<file path="src/rtl/mux_sel_arbiter_if.sv">
// mux_sel_arbiter_if: request/grant bundle between requesters and the round-robin mux-select arbiter.
interface mux_sel_arbiter_if #(
  parameter int NB_SEL = 2,
  parameter int NB_REQ = 4
);
  logic [NB_REQ-1:0] i_req;
  logic              i_done;
  logic [NB_REQ-1:0] o_grant;
  logic [NB_SEL-1:0] o_sel;
  logic              o_busy;
  logic              o_timeout;
  modport master (output i_req, i_done, input o_grant, o_sel, o_busy, o_timeout);
  modport slave  (input i_req, i_done, output o_grant, o_sel, o_busy, o_timeout);
endinterface

</file>
<file path="src/rtl/mux_sel_arbiter.sv">
// mux_sel_arbiter: round-robin arbiter driving a 4:1 mux select, grant held until done, withdraw or hold-timeout.
module mux_sel_arbiter #(
  parameter int NB_SEL   = 2,
  parameter int NB_REQ   = 4,
  parameter int MAX_HOLD = 16,
  parameter int NB_HOLD  = 5
) (
  input logic               i_clk,
  input logic               i_rst,
  mux_sel_arbiter_if.slave  bus
);
  typedef enum logic {IDLE, GRANT} state_t;
  state_t              r_state;
  logic [NB_SEL-1:0]   r_ptr;
  logic [NB_HOLD-1:0]  r_cnt;
  logic [NB_REQ-1:0]   r_grant;
  logic [NB_SEL-1:0]   r_sel;
  logic                r_busy;
  logic                r_timeout;
  logic [NB_SEL-1:0]   w_win;
  logic                w_last;
  logic                w_release;
  // Scan from lowest priority to highest so the last hit is the first requester after ptr.
  always_comb begin
    w_win = r_ptr;
    for (int k = NB_REQ - 1; k >= 0; k--)
      if (bus.i_req[r_ptr + NB_SEL'(k)]) w_win = r_ptr + NB_SEL'(k);
  end
  assign w_last    = r_cnt == NB_HOLD'(MAX_HOLD - 1);
  assign w_release = bus.i_done || !bus.i_req[r_sel] || w_last;
  always_ff @(posedge i_clk or posedge i_rst) begin
    if (i_rst) begin
      r_state   <= IDLE;
      r_ptr     <= '0;
      r_cnt     <= '0;
      r_grant   <= '0;
      r_sel     <= '0;
      r_busy    <= 1'b0;
      r_timeout <= 1'b0;
    end else begin
      r_timeout <= 1'b0;
      if (r_state == IDLE) begin
        if (|bus.i_req) begin
          r_state <= GRANT;
          r_grant <= NB_REQ'(1) << w_win;
          r_sel   <= w_win;
          r_busy  <= 1'b1;
          r_cnt   <= '0;
        end
      end else if (w_release) begin
        r_state   <= IDLE;
        r_grant   <= '0;
        r_busy    <= 1'b0;
        r_ptr     <= r_sel + NB_SEL'(1);
        r_timeout <= !bus.i_done && bus.i_req[r_sel];
      end else begin
        r_cnt <= r_cnt + NB_HOLD'(1);
      end
    end
  end
  assign bus.o_grant   = r_grant;
  assign bus.o_sel     = r_sel;
  assign bus.o_busy    = r_busy;
  assign bus.o_timeout = r_timeout;
endmodule

</file>
<file path="src/flat_wrapper.sv">
// flat-port wrapper written by rule: the top's interface ports become plain ports
module mux_sel_arbiter_flat 
#(
  parameter int NB_SEL   = 2,
  parameter int NB_REQ   = 4,
  parameter int MAX_HOLD = 16,
  parameter int NB_HOLD  = 5
)
  (i_clk, i_rst, bus_i_req, bus_i_done, bus_o_grant, bus_o_sel, bus_o_busy, bus_o_timeout);
  mux_sel_arbiter_if #(.NB_SEL(NB_SEL), .NB_REQ(NB_REQ)) bus_i ();
  input logic i_clk;
  input logic i_rst;
  input wire logic [$bits(bus_i.i_req)-1:0] bus_i_req;
  input wire logic [$bits(bus_i.i_done)-1:0] bus_i_done;
  output wire logic [$bits(bus_i.o_grant)-1:0] bus_o_grant;
  output wire logic [$bits(bus_i.o_sel)-1:0] bus_o_sel;
  output wire logic [$bits(bus_i.o_busy)-1:0] bus_o_busy;
  output wire logic [$bits(bus_i.o_timeout)-1:0] bus_o_timeout;
  assign bus_i.i_req = bus_i_req;
  assign bus_i.i_done = bus_i_done;
  assign bus_o_grant = bus_i.o_grant;
  assign bus_o_sel = bus_i.o_sel;
  assign bus_o_busy = bus_i.o_busy;
  assign bus_o_timeout = bus_i.o_timeout;
  mux_sel_arbiter #(.NB_SEL(NB_SEL), .NB_REQ(NB_REQ), .MAX_HOLD(MAX_HOLD), .NB_HOLD(NB_HOLD)) u_core (.i_clk(i_clk), .i_rst(i_rst), .bus(bus_i));
endmodule
</file>
<file path="config.mk">
export PLATFORM = sky130hd
export DESIGN_NAME = mux_sel_arbiter_flat
export DESIGN_NICKNAME = d
export VERILOG_FILES = /design/src/rtl/mux_sel_arbiter_if.sv /design/src/rtl/mux_sel_arbiter.sv /design/src/flat_wrapper.sv
export SDC_FILE = /design/constraint.sdc
export NUM_CORES = 1
export LEC_CHECK = 0
export CORE_ASPECT_RATIO = 1.1
export CORE_MARGIN = 8
export CORE_UTILIZATION = 54
export DETAILED_ROUTE_END_ITERATION = 10
export HOLD_SLACK_MARGIN = 0.02
export PLACE_DENSITY = 0.78
export SETUP_SLACK_MARGIN = 0.2
export SLEW_MARGIN = 20
export SYNTH_ARGS = -nofsm -noshare
export SYNTH_HDL_FRONTEND = slang
export SYNTH_SLANG_ARGS = --single-unit
</file>
<file path="constraint.sdc">
create_clock -name i_clk -period 4.55 [get_ports i_clk]
set_input_delay 1.1375 -clock i_clk [delete_from_list [all_inputs] [get_ports i_clk]]
set_output_delay 1.1375 -clock i_clk [all_outputs]
set_load 0.01 [all_outputs]
</file>
==> impl_metrics.csv <==
group,metric,value,unit
status,status,"completed",
setup_path,setup.worst_path.class,"in -> reg",
sta,tns,0,ns
setup_path,crit_fanout,11,
clock_tree,root_buffer,"clkbuf_4",
die,ioPinCount,15,
setup_path,arrival,2.83,ns
die,dieHeight,58.51,µm
routing,wl_met3,77,µm
grt,grt_pass1_wl,3229,µm
cells_and_area,layoutNonFillerInstCount,116,
cells_and_area,fillCellCount,118,
clock_tree,cts_buffers,3,
clock_tree,cts_tree,"done",
yosys,synth_seq_cells,16,
yosys,synth_seq_area_share,0.4513,
sta,fmax,381.3,MHz
cells_and_area,layout.nets,110,
routing,ant_nets,0,
yosys,yosys_warnings,0,
clock_tree,htreeDepth,1,
sta,hold_viol,0,
cells_and_area,fin_area,1041,µm²
grt,antenna_found_initial,0,
place,dpl_cell_area,1018,µm²
yosys,synth_edf_count,0,
min_path,min_path_cells,1,
min_path,hold_path_end,"u_core.bus.o_busy",
routing,routedWlPerCell,15.73,µm
routing,via_per_inst,6.009,
sta,relSlewSlack,0.5332,
place,io_buffers,14,
clock_tree,clk_path_buf_depth,2,
sta,finalSetupViolations,0,
routing,via_count,697,
setup_path,crit_path_top_delay_cell,"or4b_4",
routing,wirelength,1825,µm
die,initial_core_util,0.5695,
cells_and_area,seq_area,400.4,µm²
routing,wl_met1,851,µm
routing,drt_iter0_markers,5,
grt,grt_use_total,0.1355,
yosys,postSynthAreaPerCell,10.32,µm²
routing,routed.top_layer,"met4",
flow_run,maxCapViolations,0,
place,place_ws,1.625,ns
setup_path,worstReg2RegEnd,"u_core.r_cnt[3]",
die,die_width,54.65,µm
min_path,hold_start,"u_core.bus.o_busy",
yosys,synth_area_leaders,"dfrtp_1 45%, o21ai_0 4.5%, o31ai_1 3.4%, ha_1 2.8%, nand3_1 2.8%",
setup_path,ff2ff_path_depth,7,
cells_and_area,syn2layout_area_growth,17.35,%
yosys,yosysTopAreaCell,"dfrtp_1",
die,dieArea,3197,µm²
yosys,synthFlopType,"dfrtp_1",
setup_path,crit_buf_inv,1,
setup_path,cp_num_cells,5,
grt,grt_overflow,0,
sta,tightest_slew,0.6943,ns
clock_tree,clk_latency,0.29,ns
die,num_rows,15,
min_path,hp-class,"reg -> reg",
yosys,netlist.area_leader.share,0.4513,
grt,grt_max_degree,17,
setup_path,cpLargestDelayFamily,"simple AND/OR/NAND/NOR gates",
setup_path,cp_slowest_stage_delay,0.54,ns
sta,hold_slack,0.5054,ns
yosys,syn_area,887.1,µm²
yosys,synth.net_count,95,
yosys,synthDistinctLibCells,35,
sta,fin_skew,0.003122,ns
setup_path,cp-end-kind,"register",
clock_tree,ctsHoldBuffers,0,
routing,first_pass_iters,4,
yosys,synthCells,86,
place,dp_cells,113,
clock_tree,clock_sinks,16,
power_and_ir_drop,vdd_ir_drop_max,0.0003719,V
sta,rsz0062_at_grt,"false",
routing,met2_wirelength,856,µm
place,dpl.hpwl,1366,µm
yosys,async_flop_share,1.000,
setup_path,startpoint_type,"input pin",
clock_tree,ctsResizeCount,0,
setup_path,r2r-start,"u_core.r_cnt[0]",
clock_tree,postCtsSetupRepairBufs,0,
cells_and_area,drive_gt1_frac,0.1212,
die,core,1558,µm²
sta,min_period,2.622,ns
setup_path,crit_path_cell_trace,"clkdlybuf4s50_1, or4b_4, a2bb2oi_2, or3_1, a21oi_1",
routing,drc,0,
power_and_ir_drop,leakagePower,0.4357,nW
cells_and_area,antenna-diode-count,0,
sta,period_share,0.5764,
clock_tree,path_clk_slew,0.08,ns
setup_path,required,4.76,ns
cells_and_area,multi_input_area,441.7,µm²
setup_path,reg2reg_slack,2.27,ns
grt,grt_pass1_vias,689,
place,place.gp.congestion,0.8159,
sta,fin_ws,1.928,ns
power_and_ir_drop,power_density,570.7,nW/µm²
sta,report.final.slew_viol_count,0,
## power by group
part	leakage [nW]	total [W]	switching [W]	internal, W
logic	0.214	0.000274	0.000130	0.000144
clock network	0.0138	0.0000738	0.0000430	0.0000308
registers	0.208	0.000246	0.0000556	0.000190
## layer usage
metal | track usage | vias to the layer above
li1 | - | 345
met1 | 0.1617 | 336
met2 | 0.2042 | 11
met3 | 0.03778 | 5
met4 | 0.08451 | 0
met5 | 0 | -
## sequential cells by signal, indices dropped and copies added (netlist names)
name / cells
u_core.bus.o_timeout: 1
u_core.r_state: 1
u_core.r_ptr: 2
u_core.bus.o_busy: 1
u_core.bus.o_grant: 4
u_core.r_cnt: 5
u_core.bus.o_sel: 2
## layout by cell type (no fill, tap or decap), types with 2 or more instances in the layout
cell,synthesis,final
a21oi_1,4,4
ha_1,2,2
o31ai_1,4,4
clkbuf_4,0,3
inv_1,4,4
o21a_1,2,2
dfrtp_1,16,16
clkdlybuf4s50_1,0,14
mux2i_1,2,2
nor2_1,3,3
nand3_1,5,5
nand2_1,4,4
nor2b_1,4,4
o21ai_0,8,8
or3_1,3,3
mux2_2,2,2
## worst max-delay path by stage
stage / slack, ns / to / from
6_report: 1.93 / u_core.r_cnt[3] / bus_i_done
5_1_grt: 1.83 / u_core.bus.o_sel[1] / bus_i_req[3]
4_1_cts: 1.93 / u_core.r_cnt[3] / bus_i_done
3_5_place_dp: 1.63 / u_core.r_cnt[3] / bus_i_done
3_3_place_gp: 1.67 / u_core.r_cnt[3] / bus_i_done
2_1_floorplan: 2.15 / u_core.r_cnt[2] / bus_i_done
## cell usage after synthesis (all sizes together), types with 2 or more instances
| master | number |
|---|---|
| a21o | 2 |
| a21oi | 4 |
| buf | 2 |
| clkbuf | 2 |
| dfrtp | 16 |
| ha | 2 |
| inv | 4 |
| mux2 | 2 |
| mux2i | 2 |
| nand2 | 4 |
| nand3 | 5 |
| nor2 | 3 |
| nor2b | 4 |
| o21a | 2 |
| o21ai | 8 |
| o31ai | 4 |
| or3 | 4 |
## through the flow
stage	power, W	util
floorplan	0.0004346	-
global placement	0.0005158	0.6538
detailed placement	0.0005223	0.6538
CTS	0.0005951	0.6683
global route	0.0006414	0.6683
finish	0.0005941	0.6683
## worst register-to-register path, delay by kind of cell, from the launching register on
| kind | cells | cell delay, ns |
|---|---|---|
| simple gates | 3 | 1.03 |
| fa+ha+maj | 2 | 0.43 |
| flops | 1 | 0.41 |
| compound gates | 2 | 0.33 |
## final cells by class
class,count,area share
multi-input combinational,62,0.4243
sequential,16,0.3846
timing repair buffer,14,0.1346
clock buffer,3,0.02163
tap,17,0.02043
inverter,4,0.01442
## cells by family (layout without fill, tap and decap cells)
group                    Yosys count  after routing  synth area share
buffers and inverters              8             21           0.05077
XOR/XNOR                           1              1          0.009875
AO/OA/AOI/OAI                     27             27            0.2214
AND/OR/NAND/NOR                   28             28            0.1904
adder cells (fa/ha/maj)            2              2           0.02820
flip-flops                        16             16            0.4513
multiplexers                       4              4           0.04795
(Power assumes the default switching activity.)
==> edit (same flow settings) <==
`NB_HOLD` is set to 5 in 2 places; all go to 6.
--- a/src/rtl/mux_sel_arbiter.sv
+++ b/src/rtl/mux_sel_arbiter.sv
@@ -4,5 +4,5 @@
   parameter int NB_REQ   = 4,
   parameter int MAX_HOLD = 16,
-  parameter int NB_HOLD  = 5
+  parameter int NB_HOLD  = 6
 ) (
   input logic               i_clk,
--- a/src/flat_wrapper.sv
+++ b/src/flat_wrapper.sv
@@ -5,5 +5,5 @@
   parameter int NB_REQ   = 4,
   parameter int MAX_HOLD = 16,
-  parameter int NB_HOLD  = 5
+  parameter int NB_HOLD  = 6
 )
   (i_clk, i_rst, bus_i_req, bus_i_done, bus_o_grant, bus_o_sel, bus_o_busy, bus_o_timeout);
Formal check against the unedited RTL: same outputs for any inputs over 10 cycles, from zero or initial values and one cycle with i_rst high; that may be too few to reach the edited logic, so the function may still have changed.
==> edit against the original RTL <==
- utilization is 0.40 points lower
- setup slack got worse by 0.19 ns
- die area is 1.1% higher
- sequential cell count increased by 1
- cell area grew 0.60%
- sequential power up 4%
- routed wire length down 1.3%
- area after synthesis rose by 1.6%
- register-to-register slack better by 0.48 ns
- total power grew 1.2%
- critical path type unchanged
==> edit: results (changes against the original RTL) <==
Parameter                              Value

Global routing
  Initial antenna violation count    0 (unchanged)
  Global Route met1 Usage    15.6% (-0.57 points)
  Met3 Track Usage GR    3.02% (-0.76 points)
  First-pass GRT wire length    2950 um (-8.8%)
  Global-route usage over all layers    12.0% (-1.6 points)
  Largest net degree at the start of global routing    18 (+1)
  Vias in the first global route    670 (-2.8%)
  Met2 Use GR    17.7% (-2.8 points)

Yosys
  Distinct cells, synth    33 (-5.7%)
  Post-synthesis sequential area ratio    47.2% (+2.1 points)
  Ys async rst share    100% (unchanged)
  Post-Syn Nets    96 (+1.1%)
  Most frequent cells after synthesis    sky130_fd_sc_hd__dfrtp_1 (17), sky130_fd_sc_hd__nand2_1 (12), sky130_fd_sc_hd__a21oi_1 (6), sky130_fd_sc_hd__nor2_1 (6), sky130_fd_sc_hd__inv_1 (5)
  Synth top area cells    sky130_fd_sc_hd__dfrtp_1 (47%), sky130_fd_sc_hd__nand2_1 (5.0%), sky130_fd_sc_hd__o32ai_1 (3.9%)
  Count of warnings emitted by yosys    0 (unchanged)
  Avg Inst Size Synth    10.2 sq um (-0.76%)

Final layout
  Register with the highest flop count    u_core.r_cnt
  Layout Cells excl Fill    119 (+2.6%)
  Filler instances    133 (+13%)
  Flip-flop count of the largest register after layout    6 (+1)
  Fraction of layout cells with a size suffix above 1    7.84% (-4.3 points)
  Final-stage net count    111 (+0.91%)

Pwr
  Net switching power figure    0.000236 W (+2.9%)
  Leakage    0.445 nW (+2.1%)
  Worst ir drop on vdd    0.367 mV (-1.4%)

Min path
  Class of the tightest hold or removal check    flop to flop

CTS
  Buffer levels on the longest clock path    2 (unchanged)
  Quantity of gates resized following cts    0 (unchanged)
  Total number of H-tree levels    1 (unchanged)
  Clock edge transition at the registers on the reported setup and hold paths    0.10 ns (+0.02 ns)
  CTS buffer count    3 (unchanged)
  Cell at the root of the clock tree    sky130_fd_sc_hd__clkbuf_4

Route
  Total met2 wirelength after detailed routing    857 um (+0.12%)
  Initial drt markers    17 (+12)
  Number of vias after detailed routing    721 (+3.4%)
  Met1 wire length    857 um (+0.71%)
  Routed length on met3    65 um (-16%)
  Avg WL per Cell    15.1 um (-3.7%)
  Count of TritonRoute iterations in the first routing pass    5 (+1)

Setup path
  Crit path arrival time    3.00 ns (+0.17 ns)
  Largest stage delay, worst path    0.56 ns (+0.02 ns)
  Crit Path Max Fanout    17 (+6)
  Worst-path cell with the longest stage delay    sky130_fd_sc_hd__or4_1

Timing
  Max Clock Skew    0.00144 ns (-0.00168 ns)
  Setup TNS after final layout    0 ns (unchanged)
  Worst slew margin relative to its limit    59.2% (+5.9 points)
  Final Hold Viols    0 (unchanged)

Status
  Result of the run    completed

Floorplan
  Die ar.    3230 sq um (+1.1%)

Placed design
  Final estimated routing congestion in global placement    0.815 (-0.11%)
  Detailed Place HPWL    1350 um (-1.3%)
[edit: changes by cell type after synthesis, moves of 3 or more]
cell / delta
sky130_fd_sc_hd__nand3_1: -4
sky130_fd_sc_hd__or3_1: -3
sky130_fd_sc_hd__nor2_1: +3
sky130_fd_sc_hd__nand2_1: +8
sky130_fd_sc_hd__o21ai_0: -5
sky130_fd_sc_hd__o32ai_1: +4
[edit: cells by family (layout without fill, tap and decap cells)]
group | after synthesis | after routing | share of synthesized area (%)
buffers and inverters | 9 | 23 | 6.67
XOR/XNOR | 2 | 2 | 1.94
AND/OR/NAND/NOR | 30 | 30 | 16.4
AO/OA/AOI/OAI | 26 | 26 | 21.7
adder cells (fa/ha/maj) | 1 | 1 | 1.39
flip-flops | 17 | 17 | 47.2
multiplexers | 3 | 3 | 4.72
[edit: per-stage QoR]
stage	total power, W	area, sq um	worst slack [ns]	hold WS (ns)
after global placement	0.000515	1020	1.53	0.461
final	0.000601	1050	1.74	0.480
after detailed placement	0.000522	1020	1.45	0.464
after global routing	0.000640	1050	1.58	0.484
after CTS	0.000605	1050	1.73	0.478
after floorplan	0.000442	901	2.31	0.439
[edit: path summary, 6_finish.rpt]
| path | startpoint | end | slack (ns) | depth (start not counted) |
|---|---|---|---|---|
| max reg2reg | u_core.bus.o_sel[0]$_DFFE_PP0P_ | u_core.bus.o_grant[2]$_DFFE_PP0P_ | 2.75 | 4 |
| min reg2reg | u_core.r_cnt[5]$_DFFE_PP0P_ | u_core.r_cnt[5]$_DFFE_PP0P_ | 0.48 | 1 |
| min | u_core.r_cnt[5]$_DFFE_PP0P_ | u_core.r_cnt[5]$_DFFE_PP0P_ | 0.48 | 1 |
| max in group asynchronous | i_rst | u_core.bus.o_sel[0]$_DFFE_PP0P_ | 2.95 | 2 |
| max | bus_i_req[3] | u_core.r_cnt[4]$_DFFE_PP0P_ | 1.74 | 5 |
| min in group asynchronous | i_rst | u_core.r_cnt[3]$_DFFE_PP0P_ | 1.21 | 2 |
[edit: layout make-up]
class	instances	area share [%]
sequential	17	40.6
multi-input combinational	62	39.7
timing repair buffer	14	13.4
clock buffer	4	2.51
tap	17	2.03
inverter	5	1.79
[edit: power groups by stage]
stage	registers, W	logic (W)	clock network [W]
after global placement	0.000257	0.000258	0
after global routing	0.000264	0.000289	0.0000866
after floorplan	0.000261	0.000180	0
after detailed placement	0.000259	0.000263	0
final	0.000256	0.000262	0.0000831
after CTS	0.000256	0.000266	0.0000836
[edit: worst register-to-register path: stages, from the launching register on]
cell and delay [ns]:
sky130_fd_sc_hd__dfrtp_1 0.47, sky130_fd_sc_hd__mux4_2 0.58, sky130_fd_sc_hd__o211ai_4 0.21, sky130_fd_sc_hd__and2_2 0.30, sky130_fd_sc_hd__o32ai_1 0.10
